`config.mk`:
```
export PLATFORM = sky130hd
export DESIGN_NAME = memory_arbiter
export DESIGN_NICKNAME = d
export VERILOG_FILES = /design/src/rtl/memory_arbiter_pkg.sv /design/src/rtl/arbiter_timeout.sv /design/src/rtl/memory_arbiter.sv
export SDC_FILE = /design/constraint.sdc
export NUM_CORES = 1
export LEC_CHECK = 0
export CAP_MARGIN = 20
export CORE_ASPECT_RATIO = 0.6
export CORE_UTILIZATION = 47
export DETAILED_ROUTE_END_ITERATION = 8
export GPL_ROUTABILITY_DRIVEN = 0
export PLACE_DENSITY_LB_ADDON = 0.2
export SYNTH_ARGS = -nofsm -noshare
export SYNTH_HDL_FRONTEND = slang
export SYNTH_SLANG_ARGS = --single-unit
```
`constraint.sdc`:
```
create_clock -name clk -period 4.5 [get_ports clk]
set_clock_uncertainty 0.1 [all_clocks]
set_input_delay 0.45 -clock clk [delete_from_list [all_inputs] [get_ports clk]]
set_output_delay 0.45 -clock clk [all_outputs]
set_load 0.01 [all_outputs]
```
`src/rtl/memory_arbiter_pkg.sv`:
```
// Shared types and widths for the two-requester memory arbiter.
package memory_arbiter_pkg;

  localparam int BUS_ADDR_WIDTH = 24;
  localparam int BUS_DATA_WIDTH = 8;

  typedef enum logic [1:0] {
    STATE_IDLE   = 2'd0,
    STATE_ACCESS = 2'd1,
    STATE_DONE   = 2'd2
  } state_e;

  // Round-robin: on contention the requester that was not served last wins.
  function automatic logic rr_pick(input logic req0, input logic req1, input logic last_grant);
    if (req0 && req1) begin
      return ~last_grant;
    end
    return req1 & ~req0;
  endfunction

endpackage

```
`src/rtl/arbiter_timeout.sv`:
```
// Watchdog counter for stalled bus accesses; tc_o flags the last allowed ACCESS cycle.
module arbiter_timeout #(
  parameter int TIMEOUT_CYCLES = 4096
) (
  input  logic clk,
  input  logic rst_n,
  input  logic clr_i,
  input  logic en_i,
  output logic tc_o
);

  localparam logic [15:0] TC_VALUE = 16'(TIMEOUT_CYCLES - 1);

  logic [15:0] cnt_q, cnt_d;

  always_comb begin
    cnt_d = cnt_q;
    if (clr_i) begin
      cnt_d = '0;
    end else if (en_i) begin
      cnt_d = cnt_q + 16'd1;
    end
  end

  always_ff @(posedge clk or negedge rst_n) begin
    if (!rst_n) begin
      cnt_q <= '0;
    end else begin
      cnt_q <= cnt_d;
    end
  end

  assign tc_o = (cnt_q == TC_VALUE);

endmodule

```
`src/rtl/memory_arbiter.sv`:
```
// Shares one memory_bus port between CPU (0) and DMA (1); every output is registered.
// Define MEMORY_ARBITER_CPU_PRIORITY_EN to make the CPU win all simultaneous requests.
module memory_arbiter
  import memory_arbiter_pkg::*;
#(
  parameter int TIMEOUT_CYCLES = 4096
) (
  input  logic                      clk,
  input  logic                      reset,
  input  logic                      req_0,
  input  logic                      req_1,
  input  logic                      we_0,
  input  logic                      we_1,
  input  logic [BUS_ADDR_WIDTH-1:0] addr_0,
  input  logic [BUS_ADDR_WIDTH-1:0] addr_1,
  input  logic [BUS_DATA_WIDTH-1:0] wdata_0,
  input  logic [BUS_DATA_WIDTH-1:0] wdata_1,
  output logic                      ack_0,
  output logic                      ack_1,
  output logic [BUS_DATA_WIDTH-1:0] rdata,
  output logic                      error,
  output logic                      busy,
  output logic [BUS_ADDR_WIDTH-1:0] bus_address,
  output logic [BUS_DATA_WIDTH-1:0] bus_data_out,
  output logic                      bus_enable,
  output logic                      bus_write_enable,
  input  logic [BUS_DATA_WIDTH-1:0] bus_data_in,
  input  logic                      bus_halt
);

  state_e                    state_q, state_d;
  logic                      grant_q, grant_d;
  logic                      last_grant_q, last_grant_d;
  logic                      we_q, we_d;
  logic [BUS_ADDR_WIDTH-1:0] addr_q, addr_d;
  logic [BUS_DATA_WIDTH-1:0] wdata_q, wdata_d;
  logic [BUS_DATA_WIDTH-1:0] rdata_q, rdata_d;
  logic                      bus_en_q, bus_en_d;
  logic                      bus_we_q, bus_we_d;
  logic [1:0]                ack_q, ack_d;
  logic                      error_q, error_d;
  logic                      busy_q, busy_d;
  logic                      winner;
  logic                      cnt_clr, cnt_en, cnt_tc;

`ifdef MEMORY_ARBITER_CPU_PRIORITY_EN
  assign winner = ~req_0;
`else
  assign winner = rr_pick(req_0, req_1, last_grant_q);
`endif

  arbiter_timeout #(
    .TIMEOUT_CYCLES(TIMEOUT_CYCLES)
  ) u_timeout (
    .clk  (clk),
    .rst_n(reset),
    .clr_i(cnt_clr),
    .en_i (cnt_en),
    .tc_o (cnt_tc)
  );

  always_comb begin
    state_d      = state_q;
    grant_d      = grant_q;
    last_grant_d = last_grant_q;
    we_d         = we_q;
    addr_d       = addr_q;
    wdata_d      = wdata_q;
    rdata_d      = rdata_q;
    bus_en_d     = 1'b0;
    bus_we_d     = 1'b0;
    ack_d        = 2'b00;
    error_d      = 1'b0;
    cnt_clr      = 1'b0;
    cnt_en       = 1'b0;

    case (state_q)
      STATE_IDLE: begin
        if (req_0 || req_1) begin
          grant_d  = winner;
          we_d     = winner ? we_1 : we_0;
          addr_d   = winner ? addr_1 : addr_0;
          wdata_d  = winner ? wdata_1 : wdata_0;
          cnt_clr  = 1'b1;
          bus_en_d = 1'b1;
          bus_we_d = winner ? we_1 : we_0;
          state_d  = STATE_ACCESS;
        end
      end
      STATE_ACCESS: begin
        if (!bus_halt) begin
          if (!we_q) begin
            rdata_d = bus_data_in;
          end
          ack_d[grant_q] = 1'b1;
          state_d        = STATE_DONE;
        end else if (cnt_tc) begin
          ack_d[grant_q] = 1'b1;
          error_d        = 1'b1;
          state_d        = STATE_DONE;
        end else begin
          cnt_en   = 1'b1;
          bus_en_d = 1'b1;
          bus_we_d = we_q;
        end
      end
      STATE_DONE: begin
        last_grant_d = grant_q;
        state_d      = STATE_IDLE;
      end
      default: state_d = STATE_IDLE;
    endcase

    busy_d = (state_d != STATE_IDLE);
  end

  always_ff @(posedge clk or negedge reset) begin
    if (!reset) begin
      state_q      <= STATE_IDLE;
      grant_q      <= 1'b0;
      last_grant_q <= 1'b1;
      we_q         <= 1'b0;
      addr_q       <= '0;
      wdata_q      <= '0;
      rdata_q      <= '0;
      bus_en_q     <= 1'b0;
      bus_we_q     <= 1'b0;
      ack_q        <= 2'b00;
      error_q      <= 1'b0;
      busy_q       <= 1'b0;
    end else begin
      state_q      <= state_d;
      grant_q      <= grant_d;
      last_grant_q <= last_grant_d;
      we_q         <= we_d;
      addr_q       <= addr_d;
      wdata_q      <= wdata_d;
      rdata_q      <= rdata_d;
      bus_en_q     <= bus_en_d;
      bus_we_q     <= bus_we_d;
      ack_q        <= ack_d;
      error_q      <= error_d;
      busy_q       <= busy_d;
    end
  end

  assign ack_0            = ack_q[0];
  assign ack_1            = ack_q[1];
  assign error            = error_q;
  assign busy             = busy_q;
  assign rdata            = rdata_q;
  assign bus_address      = addr_q;
  assign bus_data_out     = wdata_q;
  assign bus_enable       = bus_en_q;
  assign bus_write_enable = bus_we_q;

endmodule

```
Yosys cells after proc, flatten, opt, wreduce, memory -nomap -nowiden

Cells that the tools add are included.

Flip-flop bits (word level): 67
Bits of input ports: 79
Output and inout port bits: 46
Logic and storage cells: 62

Add/sub/neg operators: 1
$lt $le $gt $ge: 2
Equal/unequal tests: 3
Mux-type cells: 30
Bitwise logic cells: 5
Reduce and logical (&&, ||, !) cells: 8

Operator list:

| cell                                                        | count |
|---|---|
| two-way mux 16 bit                                          | 2 |
| two-way mux 24 bit                                          | 1 |
| adder 16 x 1 -> 16 bit (second input constant)              | 1 |
| == test 16 x 12 -> 1 bit (second input constant)            | 1 |
| two-way mux 1 bit                                           | 16 |
| two-way mux 2 bit                                           | 6 |
| two-way mux 8 bit                                           | 1 |
| inverter 1 bit                                              | 4 |
| one-hot mux 1 bit (2 select lines)                          | 2 |
| one-hot mux 2 bit (2 select lines)                          | 1 |
| nonzero test 2 bit                                          | 2 |
| AND reduction 3 bit                                         | 1 |
| == test 2 x 1 -> 1 bit (second input constant)              | 1 |
| == test 2 bit (second input constant)                       | 1 |
| logical AND 1 bit                                           | 2 |
| logical NOT 2 bit                                           | 1 |
| less-than comparator 1 x 2 -> 1 bit (second input constant) | 1 |
| AND reduction 2 bit                                         | 1 |
| bitwise AND 1 bit                                           | 1 |
| demux 1 bit (select 1 bit)                                  | 1 |
| >= comparator 1 bit (second input constant)                 | 1 |
| logical OR 1 bit                                            | 1 |

Longest topological paths before layout

Gate-level depths: netlist of run 1.

Depth in word-level cells: 7
Depth in mapped cells: 6
Depth with buffers taken out: 5

Modules after synthesis

A second synthesis of run 1 with hierarchy kept.

Cell total of the unflattened synthesis: 241
Area, all modules: 3215.6 um^2

Modules (own cells, without submodules):

| module          | times used | cells an instance | area an instance (um^2) | sequential area each (um^2) |
|---|---|---|---|---|
| memory_arbiter  | 1          | 156               | 2348.5                  | 1277.5 |
| arbiter_timeout | 1          | 85                | 867.1                   | 400.4 |

Worst setup path after synthesis of run 1

No wires, ideal clock.

Kind: reg2reg
From: reg u_timeout.cnt_q[0]
To: reg u_timeout.cnt_q[4]
Arrival time: 1746 ps
Data required time: 4322 ps
Slack: 2576 ps
Stages on the path, launching flop included: 7
Period minus slack after synthesis: 1924 ps
Cells stage by stage: dfrtp_1 ha_1 and4_1 and4_1 buf_2 or4_1 a21oi_1

Longest elaborated chain between the ends: 5

Ends and longest elaborated chain:

| item                                                           | line                  | source |
|---|---|---|
| from (decl)                                                    | arbiter_timeout.sv:14 | `logic [15:0] cnt_q, cnt_d;` |
| from (signal assigned)                                         | arbiter_timeout.sv:29 | `cnt_q <= cnt_d;` |
| branches (longest 5 deep; another with adder 16 x 1 -> 16 bit) | --                    |  |

Parallel ways; which one is timed is not known. The select of a mux whose other input is x is not followed.
A chain may end at the register's enable or synchronous reset.

Worst setup path after layout of run 1

From: in bus_halt
To: reg u_timeout.cnt_q[11]

Longest elaborated chain between the ends: 3

Ends and longest elaborated chain:

| item                                | line                 | source |
|---|---|---|
| from (decl)                         | memory_arbiter.sv:28 | `input logic bus_halt` |
| two-way mux 1 bit                   | memory_arbiter.sv:91 | `if (!bus_halt) begin` |
| two-way mux 1 bit                   | memory_arbiter.sv:77 | `case (state_q)` |
| nonzero test 2 bit (no source line) | --                   |  |

No other way between the ends.

==> impl_metrics.py, run 1 <==
metrics = {
    "global_routing": {
        "grt_usage_pct": 22.4,
        "antenna_found_initial": 0,
        "grt_max_degree": 78,
        "grt_pass1_vias": 2453,
        "overflow": 0,
        "grt_pass1_wl_mm": 11.8,
    },
    "timing": {
        "setup_violations": 0,
        "maxSlewHeadroom_pct": 44.8,
        "fin_crit_sh_pct": 50.3,
        "period_needed_ns": 2.26,
        "hold_violations": 0,
        "layout_setup_ws_ns": 2.24,
        "fmax_ghz": 0.442,
        "tns_ns": 0,
        "worst_pin_slew_ns": 0.828,
        "rsz0062_at_grt": "false",
        "drv_slew": 0,
        "whs_ns": 0.191,
    },
    "worst_setup_path": {
        "crit_family": "simple AND/OR/NAND/NOR gates",
        "cpPeakStageDelay_ns": 0.56,
        "cp-start-kind": "input pin",
        "cp.arrival_ns": 2.42,
        "worstPathMaxFanout": 8,
        "cp.required_ns": 4.66,
        "critPathKind": "input pin to flip-flop",
        "critPathBufInv": 1,
        "critPathCaptureType": "flip-flop",
        "crit_path_cell_trace": "clkdlybuf4s50_1 -> and3b_1 -> nand4_1 -> or4_1 -> a21oi_1",
        "crit_path_top_delay_cell": "clkdlybuf4s50_1",
    },
    "logic_synthesis": {
        "synth_top_area_share_pct": 53.2,
        "synth_seq_area_share_pct": 54.1,
        "avgSynthCellArea_um2": 10.8,
        "ys_warn_count": 0,
        "synth_area_leaders": "dfrtp_1 53%, mux2i_1 12%, o21ai_0 6.1%",
        "ys_seq_elements": 67,
        "synth_top_area_cell": "dfrtp_1",
        "yosysUniqueCellTypes": 35,
        "syn_inst": 288,
        "synth_area_mm2": 0.00310,
        "syn_nets": 368,
    },
    "cts": {
        "cts_resized": 0,
        "cts_buffers": 9,
        "clk-insertion-delay-late_ns": 0.35,
        "cts_hold_buf": 0,
        "postCtsSetupBuffers": 0,
        "clock-root-buffer": "clkbuf_8",
        "cts_tree": "yes",
        "clockBufferDepth": 2,
        "path_clk_slew_ns": 0.07,
        "h-tree-depth": 3,
        "cts.sinks": 67,
    },
    "power_and_ir_drop": {
        "pwr_density_cell_mw_per_mm2": 531,
        "p_leak_nw": 1.96,
        "peakVddDrop_uv": 318,
    },
    "final_layout": {
        "area_growth_pct": 47.1,
        "multi_input_area_mm2": 0.00134,
        "layout.nets": 488,
        "utilization_pct": 73.1,
        "final-seq-area_mm2": 0.00168,
        "stdcell_count": 495,
        "fill_cells": 442,
        "layout-drive-gt1-share_pct": 8.52,
        "antenna_cells": 0,
    },
    "routing": {
        "final_antenna_net_count": 0,
        "drt-initial-drc-count": 180,
        "drtPass1Iterations": 4,
        "drc": 0,
        "vias": 2640,
        "wl_per_cell_um": 14.8,
        "via_per_inst": 5.33,
        "wl_mm": 7.30,
    },
    "floorplanning": {
        "start_util_pct": 49.7,
        "ioPinCount": 125,
        "core_mm2": 0.00625,
        "rows": 22,
        "die_w_um": 107,
        "die_h_um": 65.0,
        "die_area_mm2": 0.00694,
    },
    "job": {
        "cap_viol_max_count": 0,
    },
    "hold_path": {
        "hp-class": "input pin to async pin",
    },
    "placed_design": {
        "placed_cells": 480,
        "place_ws_ns": 1.75,
        "dpl.hpwl_mm": 5.21,
        "numPortBuffers": 124,
    },
    "status": {
        "status": "completed",
    },
}
==> cell families after synthesis <==
group | count (synthesis) | share of synthesized area, %
and+or+nand+nor | 91 | 15.4
DFF | 67 | 54.1
adders and majority gates | 1 | 0.403
muxes | 48 | 15.9
buffers and inverters | 19 | 3.22
AOI/OAI and AO/OA | 62 | 11.1
==> placed cells by master (no fill, tap or decap), drive strengths merged, types with 2 or more instances in the layout <==
master         count
o31ai              7
nand2b             3
nand3              5
or3                3
o211ai             3
o21ai             38
dfrtp             66
or4                7
clkbuf            12
nand4              9
buf                4
mux2              10
nor2               5
nor2b              2
and4               3
nand2             42
and3               3
and2               3
nor3               2
a21oi             11
mux2i             38
clkdlybuf4s50    123
==> per-stage QoR <==
| step | power (mW) | instance area (µm²) |
|---|---|---|
| after floorplan | 1.42 | 3100 |
| after global placement | 1.96 | 4380 |
| after detailed placement | 1.99 | 4380 |
| after CTS | 2.43 | 4550 |
| after global routing | 2.59 | 4570 |
| final | 2.42 | 4570 |
==> area by class of cell <==
| class | instances | area share (%) |
|---|---|---|
| Timing Repair Buffer | 127 | 27.8 |
| Inverter | 1 | 0.0822 |
| Clock buffer | 12 | 3.40 |
| Tap cell | 84 | 2.30 |
| Sequential cell | 67 | 36.7 |
| Multi-Input combinational cell | 202 | 29.4 |
| Clock inverter | 2 | 0.274 |
==> per-layer routing <==
| layer | global-route usage, % | wire [µm] | vias to the layer above |
|---|---|---|---|
| met5 | 0 | 0 | - |
| met4 | 9.08 | 117 | 0 |
| met3 | 8.85 | 752 | 13 |
| met2 | 33.5 | 3250 | 121 |
| met1 | 29.1 | 3180 | 1232 |
| li1 | - | - | 1274 |
==> Yosys cell counts <==
library cell and number:
and2_1 3, nand4_1 9, or3_1 3, buf_2 5
o31ai_1 7, a21boi_0 1, or2_2 1, nand2b_1 3
nand3_1 5, mux2_2 10, buf_1 1, nor3_2 1
nor2b_1 2, dfrtp_1 66, ha_1 1, clkbuf_1 9
inv_1 1, o211ai_1 3, buf_6 3, a31o_2 1
o21ai_0 38, nand3b_1 1, a21o_1 1, mux2i_1 38
and3_1 3, a21oi_1 11, nor3_1 1, and4_4 1
and4_1 2, or4_1 7, nand2_1 42, dfstp_2 1
nor2_1 5, and3b_1 1, nor4_2 1
==> power breakdown <==
group	internal, mW	switching (mW)
Sequential	0.832	0.126
Combinational	0.569	0.464
Clock	0.223	0.211
==> state kept, by name, summed over array words and instances, names as in the netlist <==
signal / count
bus_address: 24
bus_data_out: 8
u_timeout.cnt_q: 16
last_grant_q: 1
rdata: 8
error: 1
busy: 1
bus_enable: 1
grant_q: 1
bus_write_enable: 1
ack_q: 2
state_q: 2
we_q: 1
==> final timing paths <==
path,slack (ns),startpoint,cells after the start,end
setup / recovery,2.24,bus_halt,5,u_timeout.cnt_q[11]$_DFFE_PN0P_
hold / removal,0.19,reset,2,u_timeout.cnt_q[12]$_DFFE_PN0P_
setup reg to reg,2.44,u_timeout.cnt_q[0]$_DFFE_PN0P_,5,u_timeout.cnt_q[4]$_DFFE_PN0P_
hold reg to reg,0.38,grant_q$_DFFE_PN0P_,1,ack_q[0]$_DFF_PN0_
max in group asynchronous,3.57,reset,2,u_timeout.cnt_q[9]$_DFFE_PN0P_
min in group clk,0.38,grant_q$_DFFE_PN0P_,1,ack_q[0]$_DFF_PN0_
Power figures use the tool's default switching activity.
==> run 2, diff against run 1 <==
Settings changed: CORE_UTILIZATION 47 to 39.
Clock period 4.5 ns to 1.96 ns, I/O delays scaled along.
==> run 2 against run 1 <==
Effect of this change: worst setup slack got worse by 2.1 ns; non-clock buffer count is 19 higher; largest power group unchanged; die area rose by 20%.
==> impl_metrics.py, run 2 (synthesis gave the netlist of run 1 again) <==
metrics = {
    "routing": {
        "wl_per_cell_um": 14.7,
        "drc": 0,
        "drtPass1Iterations": 4,
        "vias": 2712,
        "via_per_inst": 5.06,
        "wl_mm": 7.89,
        "final_antenna_net_count": 0,
        "drt-initial-drc-count": 98,
    },
    "final_layout": {
        "final_cell_mix": "123 x clkdlybuf4s50_1, 66 x dfrtp_1, 41 x nand2_1",
        "largest_register_ffs": 24,
        "fin_area_mm2": 0.00499,
        "layout-drive-gt1-share_pct": 14.1,
        "layout.nets": 507,
        "antenna_cells": 0,
        "area_growth_pct": 60.7,
        "fill_cells": 576,
        "mostFrequentLayoutCell": "clkdlybuf4s50_1",
    },
    "worst_setup_path": {
        "r2r-start": "u_timeout.cnt_q[4]$_DFFE_PN0P_",
        "critPathCaptureType": "flip-flop",
        "reg2reg_setup_slack_ns": 0.11,
        "crit_path_top_delay_cell": "or4_1",
        "worstReg2RegEnd": "u_timeout.cnt_q[11]$_DFFE_PN0P_",
        "cp.arrival_ns": 2.00,
        "cp.required_ns": 2.12,
        "crit_path_cell_trace": "and3_1 -> nand4_1 -> or4_1 -> a21oi_2",
        "cp-start-kind": "flip-flop",
        "r2r_cells": 4,
        "critPathKind": "flip-flop to flip-flop",
        "cpPeakStageDelay_ns": 0.50,
        "worstPathMaxFanout": 7,
    },
    "cts": {
        "path_clk_slew_ns": 0.05,
        "cts_tree": "yes",
        "h-tree-depth": 3,
        "clock-root-buffer": "clkbuf_16",
        "cts_buffers": 9,
        "clk-insertion-delay-late_ns": 0.33,
        "cts.sinks": 67,
        "clockBufferDepth": 2,
    },
    "global_routing": {
        "overflow": 0,
        "antenna_found_initial": 0,
        "grt_pass1_wl_mm": 12.9,
        "grt_pass1_vias": 2719,
        "grt_max_degree": 57,
        "grt_usage_pct": 20.8,
    },
    "floorplanning": {
        "start_util_pct": 41.5,
        "die_area_mm2": 0.00833,
        "ioPinCount": 125,
        "core_mm2": 0.00748,
        "die_w_um": 117,
        "rows": 24,
        "die_h_um": 71.1,
    },
    "placed_design": {
        "dpl.hpwl_mm": 5.91,
        "numPortBuffers": 124,
        "place_ws_ns": -0.113,
        "placed_area_mm2": 0.00457,
    },
    "power_and_ir_drop": {
        "p_leak_nw": 2.16,
        "pwr_density_cell_mw_per_mm2": 1340,
        "peakVddDrop_uv": 633,
    },
    "status": {
        "status": "completed",
    },
    "timing": {
        "drv_slew": 0,
        "worst_pin_slew_ns": 0.585,
        "hold_violations": 0,
        "fmax_ghz": 0.542,
        "period_needed_ns": 1.85,
        "maxSlewHeadroom_pct": 61.0,
        "whs_ns": 0.295,
        "layout_setup_ws_ns": 0.115,
        "rsz0062_at_grt": "false",
        "fin_crit_sh_pct": 94.2,
        "setup_violations": 0,
    },
    "job": {
        "cap_viol_max_count": 0,
    },
    "hold_path": {
        "hp-class": "input pin to async pin",
    },
}
[run 2: cell count changes in the layout (fill, tap and decap cells not counted), moves of 3 or more]
cell,delta
buf_4,+15
clkbuf_8,-11
clkbuf_16,+9
bufinv_16,+4
buf_12,+3
[run 2: worst max-delay path by stage]
| stage | startpoint | endpoint | slack, ns | cells past startpoint |
|---|---|---|---|---|
| 2_1_floorplan | u_timeout.cnt_q[0]$_DFFE_PN0P_ | u_timeout.cnt_q[4]$_DFFE_PN0P_ | 0.04 | 6 |
| 3_3_place_gp | bus_halt | u_timeout.cnt_q[12]$_DFFE_PN0P_ | 0.02 | 5 |
| 3_5_place_dp | bus_halt | u_timeout.cnt_q[12]$_DFFE_PN0P_ | -0.11 | 5 |
| 4_1_cts | u_timeout.cnt_q[4]$_DFFE_PN0P_ | u_timeout.cnt_q[12]$_DFFE_PN0P_ | 0.07 | 4 |
| 5_1_grt | u_timeout.cnt_q[0]$_DFFE_PN0P_ | u_timeout.cnt_q[4]$_DFFE_PN0P_ | 0.02 | 5 |
| 6_report | u_timeout.cnt_q[4]$_DFFE_PN0P_ | u_timeout.cnt_q[11]$_DFFE_PN0P_ | 0.11 | 4 |
[run 2: routing by layer]
metal,wire (µm),global-route usage [%]
met1,3500,27.3
met4,61,5.34
met5,0,0
met3,868,9.85
met2,3460,31.1
[run 2: repair_timing]
item                                   in CTS  in global routing
hold buffers                                1                  0
resized for setup                           0                  6
setup endpoints to repair                   0                  8
endpoints found under the hold margin      19                  0
setup buffers                               0                  4
[run 2: area by class of cell]
class	count	area [µm²]	area share, %
clock inverters	6	138	2.76
clock buffers	10	229	4.59
flip-flops and latches	67	1680	33.6
well taps	104	130	2.61
repair buffers	146	1450	29.1
inverters	1	3.75	0.0752
multi-input cells	202	1360	27.2
[run 2: where the power goes]
group | internal (mW) | total [mW] | switching (mW)
combinational | 1.40 | 2.50 | 1.10
clock | 1.37 | 1.97 | 0.593
sequential | 1.91 | 2.19 | 0.283
total | 4.68 | 6.66 | 1.98
[run 2: critical path, delay by kind of cell (launching register included)]
kind	cells	cell delay, ns
AO/OA/AOI/OAI	1	0.16
flip-flops	1	0.40
AND/OR/NAND/NOR	3	1.11
[run 2: stage by stage]
stage / instances / TNS [ns] / util, % / power (mW)
after floorplan: 288 / 0 / - / 3.26
after global placement: 515 / 0 / 61.1 / 4.66
after detailed placement: 515 / -0.255 / 61.1 / 4.73
after CTS: 532 / 0 / 66.1 / 6.73
after global routing: 536 / 0 / 66.7 / 7.10
final: 536 / 0 / 66.7 / 6.66
